File: src/rtl/wide_write_sequencer.sv
// wide_write_sequencer
// Breaks a 32-bit word write with byte-lane enables into byte writes on an
// 8-bit memory port. Lanes go out in ascending order, and disabled lanes are
// skipped. A new word can be accepted in the same cycle that the last lane of
// the current word is granted, so back-to-back words run with no bubble.
//
// Optional feature: define WIDE_WRITE_SEQUENCER_COALESCE_EN to issue a
// full-word write (all four lanes enabled) as a single mem_wwe cycle.
// The default build, with the macro undefined, issues byte writes only.
module wide_write_sequencer #(
  parameter int AW = 6
) (
  input  logic          clk,
  input  logic          rst,
  input  logic          in_valid,
  output logic          in_ready,
  input  logic [3:0]    in_we,
  input  logic [AW-1:0] in_wa,
  input  logic [31:0]   in_wd,
  input  logic          mem_ready,
  output logic          mem_we,
  output logic [AW+1:0] mem_addr,
  output logic [7:0]    mem_wd,
  output logic          mem_wwe,
  output logic [31:0]   mem_wwd,
  output logic          done,
  output logic          busy
);

  typedef enum logic [0:0] {
    IDLE  = 1'b0,
    WRITE = 1'b1
  } state_t;

  state_t        state_r;
  state_t        state_s;
  logic [AW-1:0] word_r;
  logic [31:0]   data_r;
  logic [3:0]    pend_r;
  logic          done_r;

  logic [1:0]    lane_s;
  logic [3:0]    low_s;
  logic          wide_s;
  logic          last_s;
  logic          grant_s;
  logic          accept_s;

  // Index of the lowest set bit of a lane mask (0 when the mask is empty).
  function automatic logic [1:0] low_lane(input logic [3:0] m);
    logic [1:0] l;
    l = 2'd0;
    if (m[0]) begin
      l = 2'd0;
    end else if (m[1]) begin
      l = 2'd1;
    end else if (m[2]) begin
      l = 2'd2;
    end else if (m[3]) begin
      l = 2'd3;
    end else begin
      l = 2'd0;
    end
    return l;
  endfunction

  // Byte n of a 32-bit word.
  function automatic logic [7:0] lane_byte(input logic [31:0] d, input logic [1:0] l);
    logic [7:0] b;
    b = 8'h00;
    case (l)
      2'd0:    b = d[7:0];
      2'd1:    b = d[15:8];
      2'd2:    b = d[23:16];
      2'd3:    b = d[31:24];
      default: b = 8'h00;
    endcase
    return b;
  endfunction

`ifdef WIDE_WRITE_SEQUENCER_COALESCE_EN
  // A word whose four lanes are all still pending goes out as one wide write.
  assign wide_s = (pend_r == 4'b1111);
`else
  assign wide_s = 1'b0;
`endif

  // Current lane selection, last-lane detection and handshake terms.
  always_comb begin
    lane_s   = low_lane(pend_r);
    low_s    = 4'b0001 << lane_s;
    last_s   = wide_s || ((pend_r & ~low_s) == 4'b0000);
    grant_s  = (state_r == WRITE) && mem_ready;
    in_ready = !rst && ((state_r == IDLE) ||
                        ((state_r == WRITE) && last_s && mem_ready));
    accept_s = in_valid && in_ready;
  end

  // State register.
  always_ff @(posedge clk or posedge rst) begin
    if (rst) begin
      state_r <= IDLE;
    end else begin
      state_r <= state_s;
    end
  end

  // Next-state logic.
  always_comb begin
    state_s = state_r;
    case (state_r)
      IDLE: begin
        if (accept_s && (in_we != 4'b0000)) begin
          state_s = WRITE;
        end else begin
          state_s = IDLE;
        end
      end
      WRITE: begin
        if (grant_s && last_s) begin
          // Chain straight into the next word when one is taken this cycle.
          if (accept_s && (in_we != 4'b0000)) begin
            state_s = WRITE;
          end else begin
            state_s = IDLE;
          end
        end else begin
          state_s = WRITE;
        end
      end
      default: state_s = IDLE;
    endcase
  end

  // Word, data and pending-lane registers, and the completion pulse.
  always_ff @(posedge clk or posedge rst) begin
    if (rst) begin
      word_r <= '0;
      data_r <= 32'h0000_0000;
      pend_r <= 4'b0000;
      done_r <= 1'b0;
    end else begin
      done_r <= (grant_s && last_s) || (accept_s && (in_we == 4'b0000));
      if (accept_s) begin
        word_r <= in_wa;
        data_r <= in_wd;
        pend_r <= in_we;
      end else if (grant_s) begin
        pend_r <= wide_s ? 4'b0000 : (pend_r & ~low_s);
      end
    end
  end

  // Memory port and status outputs.
  always_comb begin
    busy     = (state_r == WRITE);
    done     = done_r;
    mem_we   = (state_r == WRITE) && !wide_s;
    mem_addr = {word_r, lane_s};
    mem_wd   = lane_byte(data_r, lane_s);
`ifdef WIDE_WRITE_SEQUENCER_COALESCE_EN
    mem_wwe  = (state_r == WRITE) && wide_s;
    mem_wwd  = data_r;
`else
    mem_wwe  = 1'b0;
    mem_wwd  = 32'h0000_0000;
`endif
  end

endmodule
File: config.mk
export PLATFORM = sky130hd
export DESIGN_NAME = wide_write_sequencer
export DESIGN_NICKNAME = d
export VERILOG_FILES = /design/src/rtl/wide_write_sequencer.sv
export SDC_FILE = /design/constraint.sdc
export NUM_CORES = 1
export LEC_CHECK = 0
export ABC_AREA = 1
export BUFFER_PORTS_ARGS = -buffer_cell sky130_fd_sc_hd__buf_2
export CAP_MARGIN = 15
export CORE_UTILIZATION = 45
export DETAILED_ROUTE_END_ITERATION = 10
export MAX_ROUTING_LAYER = met4
export PLACE_DENSITY = 0.85
export SLEW_MARGIN = 20
export SYNTH_ARGS = -nofsm -noshare
export SYNTH_HDL_FRONTEND = slang
export SYNTH_SLANG_ARGS = --single-unit
File: constraint.sdc
create_clock -name clk -period 4.3 [get_ports clk]
set_clock_uncertainty 0.15 [all_clocks]
set_input_delay 0.43 -clock clk [delete_from_list [all_inputs] [get_ports clk]]
set_output_delay 0.43 -clock clk [all_outputs]
set_load 0.005 [all_outputs]
* After elaboration in Yosys (flattened, before gate mapping) *
Index checks and enable logic that the tools add are counted.

operators by class
  shift operators = 1
  reductions and logical operators = 16
  multiplexer cells = 10
  bitwise gates (word level) = 3
  equality and inequality tests = 3

operators with widths
  operator               count
  $pmux W8 S4            1
  $logic_and A1 B1 Y1    8
  $logic_not A4 Y1       2
  $mux W2                4
  $mux W4                2
  $and A4 B4 Y4          1
  $eq A2 B2 Y1 const B   2
  $not A4 Y4             1
  $reduce_bool A4 Y1     1
  $shl A1 B2 Y4 const A  1
  $eq A2 B1 Y1 const B   1
  $logic_not A2 Y1       1
  $logic_or A1 B1 Y1     2
  $mux W1                2
  $pmux W1 S2            1
  $reduce_bool A2 Y1     1
  $logic_not A1 Y1       1
  $not A1 Y1             1

storage, ports and cells
  bits of input ports = 46
  bits in registers = 44
  word-level logic and storage cells = 38
  output and inout port bits = 53

* Longest topological paths before layout *
  word-level depth = 17
  gate-level depth with buffers = 10
  mapped depth without buffers = 9

* Worst setup path after synthesis *
Ideal clock, no wire load.

  path kind = in2reg
  from = input port rst
  to = register data_r[10]
  data required time = 4.075 ns
  arrival time = 2.354 ns
  cell stages on the path = 4
  setup slack = 1.721 ns
  cells stage by stage = clkinv_1 clkbuf_1 nand4_1 nand2_1

between the ends
  cells in the longest elaborated chain, start to end = 3

ends and longest elaborated chain
  element                            RTL line  source
  start: declaration                 14        input logic rst,
  $logic_not A1 Y1 (no source line)  -
  $logic_and A1 B1 Y1                94        in_ready = !rst && ((state_r == IDLE) ||
  $logic_and A1 B1 Y1                96        accept_s = in_valid && in_ready;
  end signal: assignment             146       data_r <= in_wd;
  end: declaration                   38        logic [31:0] data_r;

Every way passes these cells.
A chain may end at the register's enable or synchronous reset.

* Final worst setup path *
  from = register pend_r[2]
  to = output port mem_wd[6]

between the ends
  cells in the longest elaborated chain, start to end = 5

ends and longest elaborated chain
  element                                     RTL line  source
  start: declaration                          39        logic [3:0] pend_r;
  start signal: assignment                    147       pend_r <= in_we;
  start signal: assignment                    149       pend_r <= wide_s ? 4'b0000 : (pend_r & ~low_s);
  $mux W2 (*)                                 57        end else if (m[2]) begin
  $mux W2 (*)                                 55        end else if (m[1]) begin
  $mux W2 (*)                                 53        if (m[0]) begin
  $eq A2 B2 Y1, or another cell as far along  71        case (l)
  $pmux W8 S4 (*)                             71
  end: declaration                            23        output logic [7:0] mem_wd,

Mark *: on every way between the ends. The rest lies on a longest branch, timed or not.

==> impl_metrics.env <==
export IMPL_wl_per_cell_um=12.66
export IMPL_arrival_ns=2.17
export IMPL_layout_common_cells="nand2_1, buf_2, nand4_1"
export IMPL_grt_overflow_total=0
export IMPL_holdCritPathClass="in2async"
export IMPL_power_density_nw_per_um2=692.5
export IMPL_drt_pre_antenna_iters=4
export IMPL_pwr_share_comb=0.420
export IMPL_post_route_period_util=0.6392
export IMPL_clockPowerShare=0.192
export IMPL_clk_latency_ns=0.31
export IMPL_grt_pass1_wl_um=8652
export IMPL_layout_commonest_cell="nand2_1"
export IMPL_drive_gt1_frac=0.2310
export IMPL_start_kind="flop"
export IMPL_cts_tree="built"
export IMPL_h_tree_depth=2
export IMPL_slew_headroom=0.3648
export IMPL_yosys_register_bits=44
export IMPL_antenna_found_initial=0
export IMPL_drt_iter0_drc=167
export IMPL_cts_hold_buf=0
export IMPL_synth_warnings=0
export IMPL_seqPwrFrac=0.388
export IMPL_rows=26
export IMPL_portBuffers=65
export IMPL_die_w_um=76.16
export IMPL_via_per_inst=5.061
export IMPL_syn_area_um2=2475
export IMPL_slew_violations=0
export IMPL_grt_pass1_vias=1806
export IMPL_power_switching_uw=785.6
export IMPL_synth_cell_type_count=22
export IMPL_final_nets=401
export IMPL_initial_core_util=0.4755
export IMPL_wirelength_um=5379
export IMPL_path_clk_slew_ns=0.09
export IMPL_swShare=0.4100
export IMPL_hold_viol=0
export IMPL_cts_buffer_depth=2
export IMPL_num_io_pins=99
export IMPL_period_needed_ns=2.749
export IMPL_dp_hpwl_um=3866
export IMPL_max_cap_viol_count=0
export IMPL_core_area_um2=5205
export IMPL_grt_total_usage=0.1946
export IMPL_path_class="reg2out"
export IMPL_cts_resized=0
export IMPL_ant_nets=0
export IMPL_drc=0
export IMPL_place_gp_congestion=0.8639
export IMPL_cp_max_fo=18
export IMPL_utilization=0.5315
export IMPL_cts_sink_count=44
export IMPL_p_int_mw=1.130
export IMPL_die_h_um=76.16
export IMPL_setup_tns_final_ns=0
export IMPL_root_buffer="clkbuf_8"
export IMPL_tightest_slew_ns=0.9514
export IMPL_cp_required_ns=3.72
export IMPL_syn_inst=304
export IMPL_avgSynthCellArea_um2=8.141
export IMPL_areaGrowthSynthToFinish_pct=11.78
export IMPL_status="complete, no violations"
export IMPL_setup_viol=0
export IMPL_dieArea_um2=5800
export IMPL_crit_path_end_kind="primary output"
export IMPL_cts_buffers=5
export IMPL_ir_worst_vdd_uv=256.2
export IMPL_ys_seq_area_frac=0.4449
export IMPL_grt_start_max_net_pins=53
export IMPL_postCtsSetupBuffers=0
export IMPL_rsz0062_at_grt="no"
export IMPL_num_vias=2151
export IMPL_fmax_mhz=363.8
export IMPL_power_leakage_nw=1.518
export IMPL_diodes=0
-- layout make-up --
class | count | area, µm²
Fill cell | 529 | 2439
Sequential cell | 44 | 1101
Multi-Input combinational cell | 225 | 1067
Timing Repair Buffer | 66 | 332.8
Tap cell | 70 | 87.58
Clock buffer | 5 | 68.82
Clock inverter | 2 | 60.06
Inverter | 13 | 48.80
-- synth_stat cells --
cell type | count | area [µm²]
clkinv_1 | 3 | 11.26
inv_2 | 1 | 3.750
buf_6 | 4 | 45.04
nand3_4 | 1 | 17.52
nand2_4 | 1 | 11.26
o21ai_2 | 2 | 17.52
buf_2 | 2 | 10.01
o21ai_0 | 5 | 25.02
a31oi_1 | 4 | 25.02
buf_4 | 38 | 285.3
nor2_2 | 1 | 6.260
nand2_1 | 92 | 345.3
nand4_1 | 46 | 287.8
clkbuf_1 | 10 | 37.54
inv_1 | 9 | 33.78
nor2_1 | 7 | 26.28
conb_1 | 1 | 3.750
nor2_8 | 1 | 20.02
nand3_1 | 30 | 150.1
nand2_2 | 1 | 6.260
dfrtp_1 | 44 | 1101
a21oi_1 | 1 | 5.000
-- critical path, stage by stage (launching register included) --
cell and delay (ns):
dfrtp_1 0.59, inv_1 0.10, nand2_1 0.08, nand3_1 0.40
nand2_1 0.28, nor2_1 0.06, a31oi_1 0.19, buf_2 0.15
-- metal layers --
| metal | part of all wire | track usage | up-vias |
|---|---|---|---|
| li1 | - | - | 1059 |
| met1 | 0.46 | 0.2722 | 992 |
| met2 | 0.45 | 0.2745 | 89 |
| met3 | 0.073 | 0.04431 | 11 |
| met4 | 0.014 | 0.07500 | 0 |
| met5 | 0 | - | - |
-- worst paths after layout --
check	to	cells past startpoint	slack (ns)	from
max in group asynchronous	data_r[4]$_DFFE_PP0P_	3	2.85	rst
min in group clk	data_r[28]$_DFFE_PP0P_	3	0.21	in_wd[28]
worst max-delay path	mem_wd[6]	7	1.55	pend_r[2]$_DFFE_PP0P_
worst min register to register	word_r[5]$_DFFE_PP0P_	2	0.32	word_r[5]$_DFFE_PP0P_
worst min-delay path	done$_DFF_PP0_	2	0.20	rst
worst max register to register	data_r[12]$_DFFE_PP0P_	8	1.71	pend_r[0]$_DFFE_PP0P_
-- power by group through the flow --
| stage | Clock (mW) | Combinational, mW | Sequential, mW |
|---|---|---|---|
| after global routing | 0.386 | 0.916 | 0.767 |
| after global placement | 0 | 0.777 | 0.746 |
| after floorplan | 0 | 0.620 | 0.704 |
| after CTS | 0.374 | 0.806 | 0.742 |
| final | 0.368 | 0.804 | 0.744 |
| after detailed placement | 0 | 0.809 | 0.744 |
-- kinds of logic (layout without fill, tap and decap cells) --
logic type      count (synthesis)  in the layout  synth area share
buf+inv                        67             86            0.1724
simple gates                  180            180            0.3519
flops                          44             44            0.4449
compound gates                 12             12           0.02932
other cells                     1             33          0.001515
-- state kept, by name, summed over array words and instances, names as in the netlist --
register,cells
done,1
word_r,6
pend_r,4
data_r,32
busy,1
-- stage by stage --
step | setup WS [ns] | std cells | hold slack, ns | cell area [µm²] | power [mW]
floorplan | 1.721 | 336 | 0.2867 | 2595 | 1.324
global placement | 1.835 | 418 | 0.3067 | 2638 | 1.523
detailed placement | 1.743 | 418 | 0.3105 | 2638 | 1.553
CTS | 1.579 | 425 | 0.2083 | 2766 | 1.922
global route | 1.352 | 425 | 0.2271 | 2766 | 2.069
finish | 1.551 | 425 | 0.1979 | 2766 | 1.916
(Power assumes the default switching activity.)
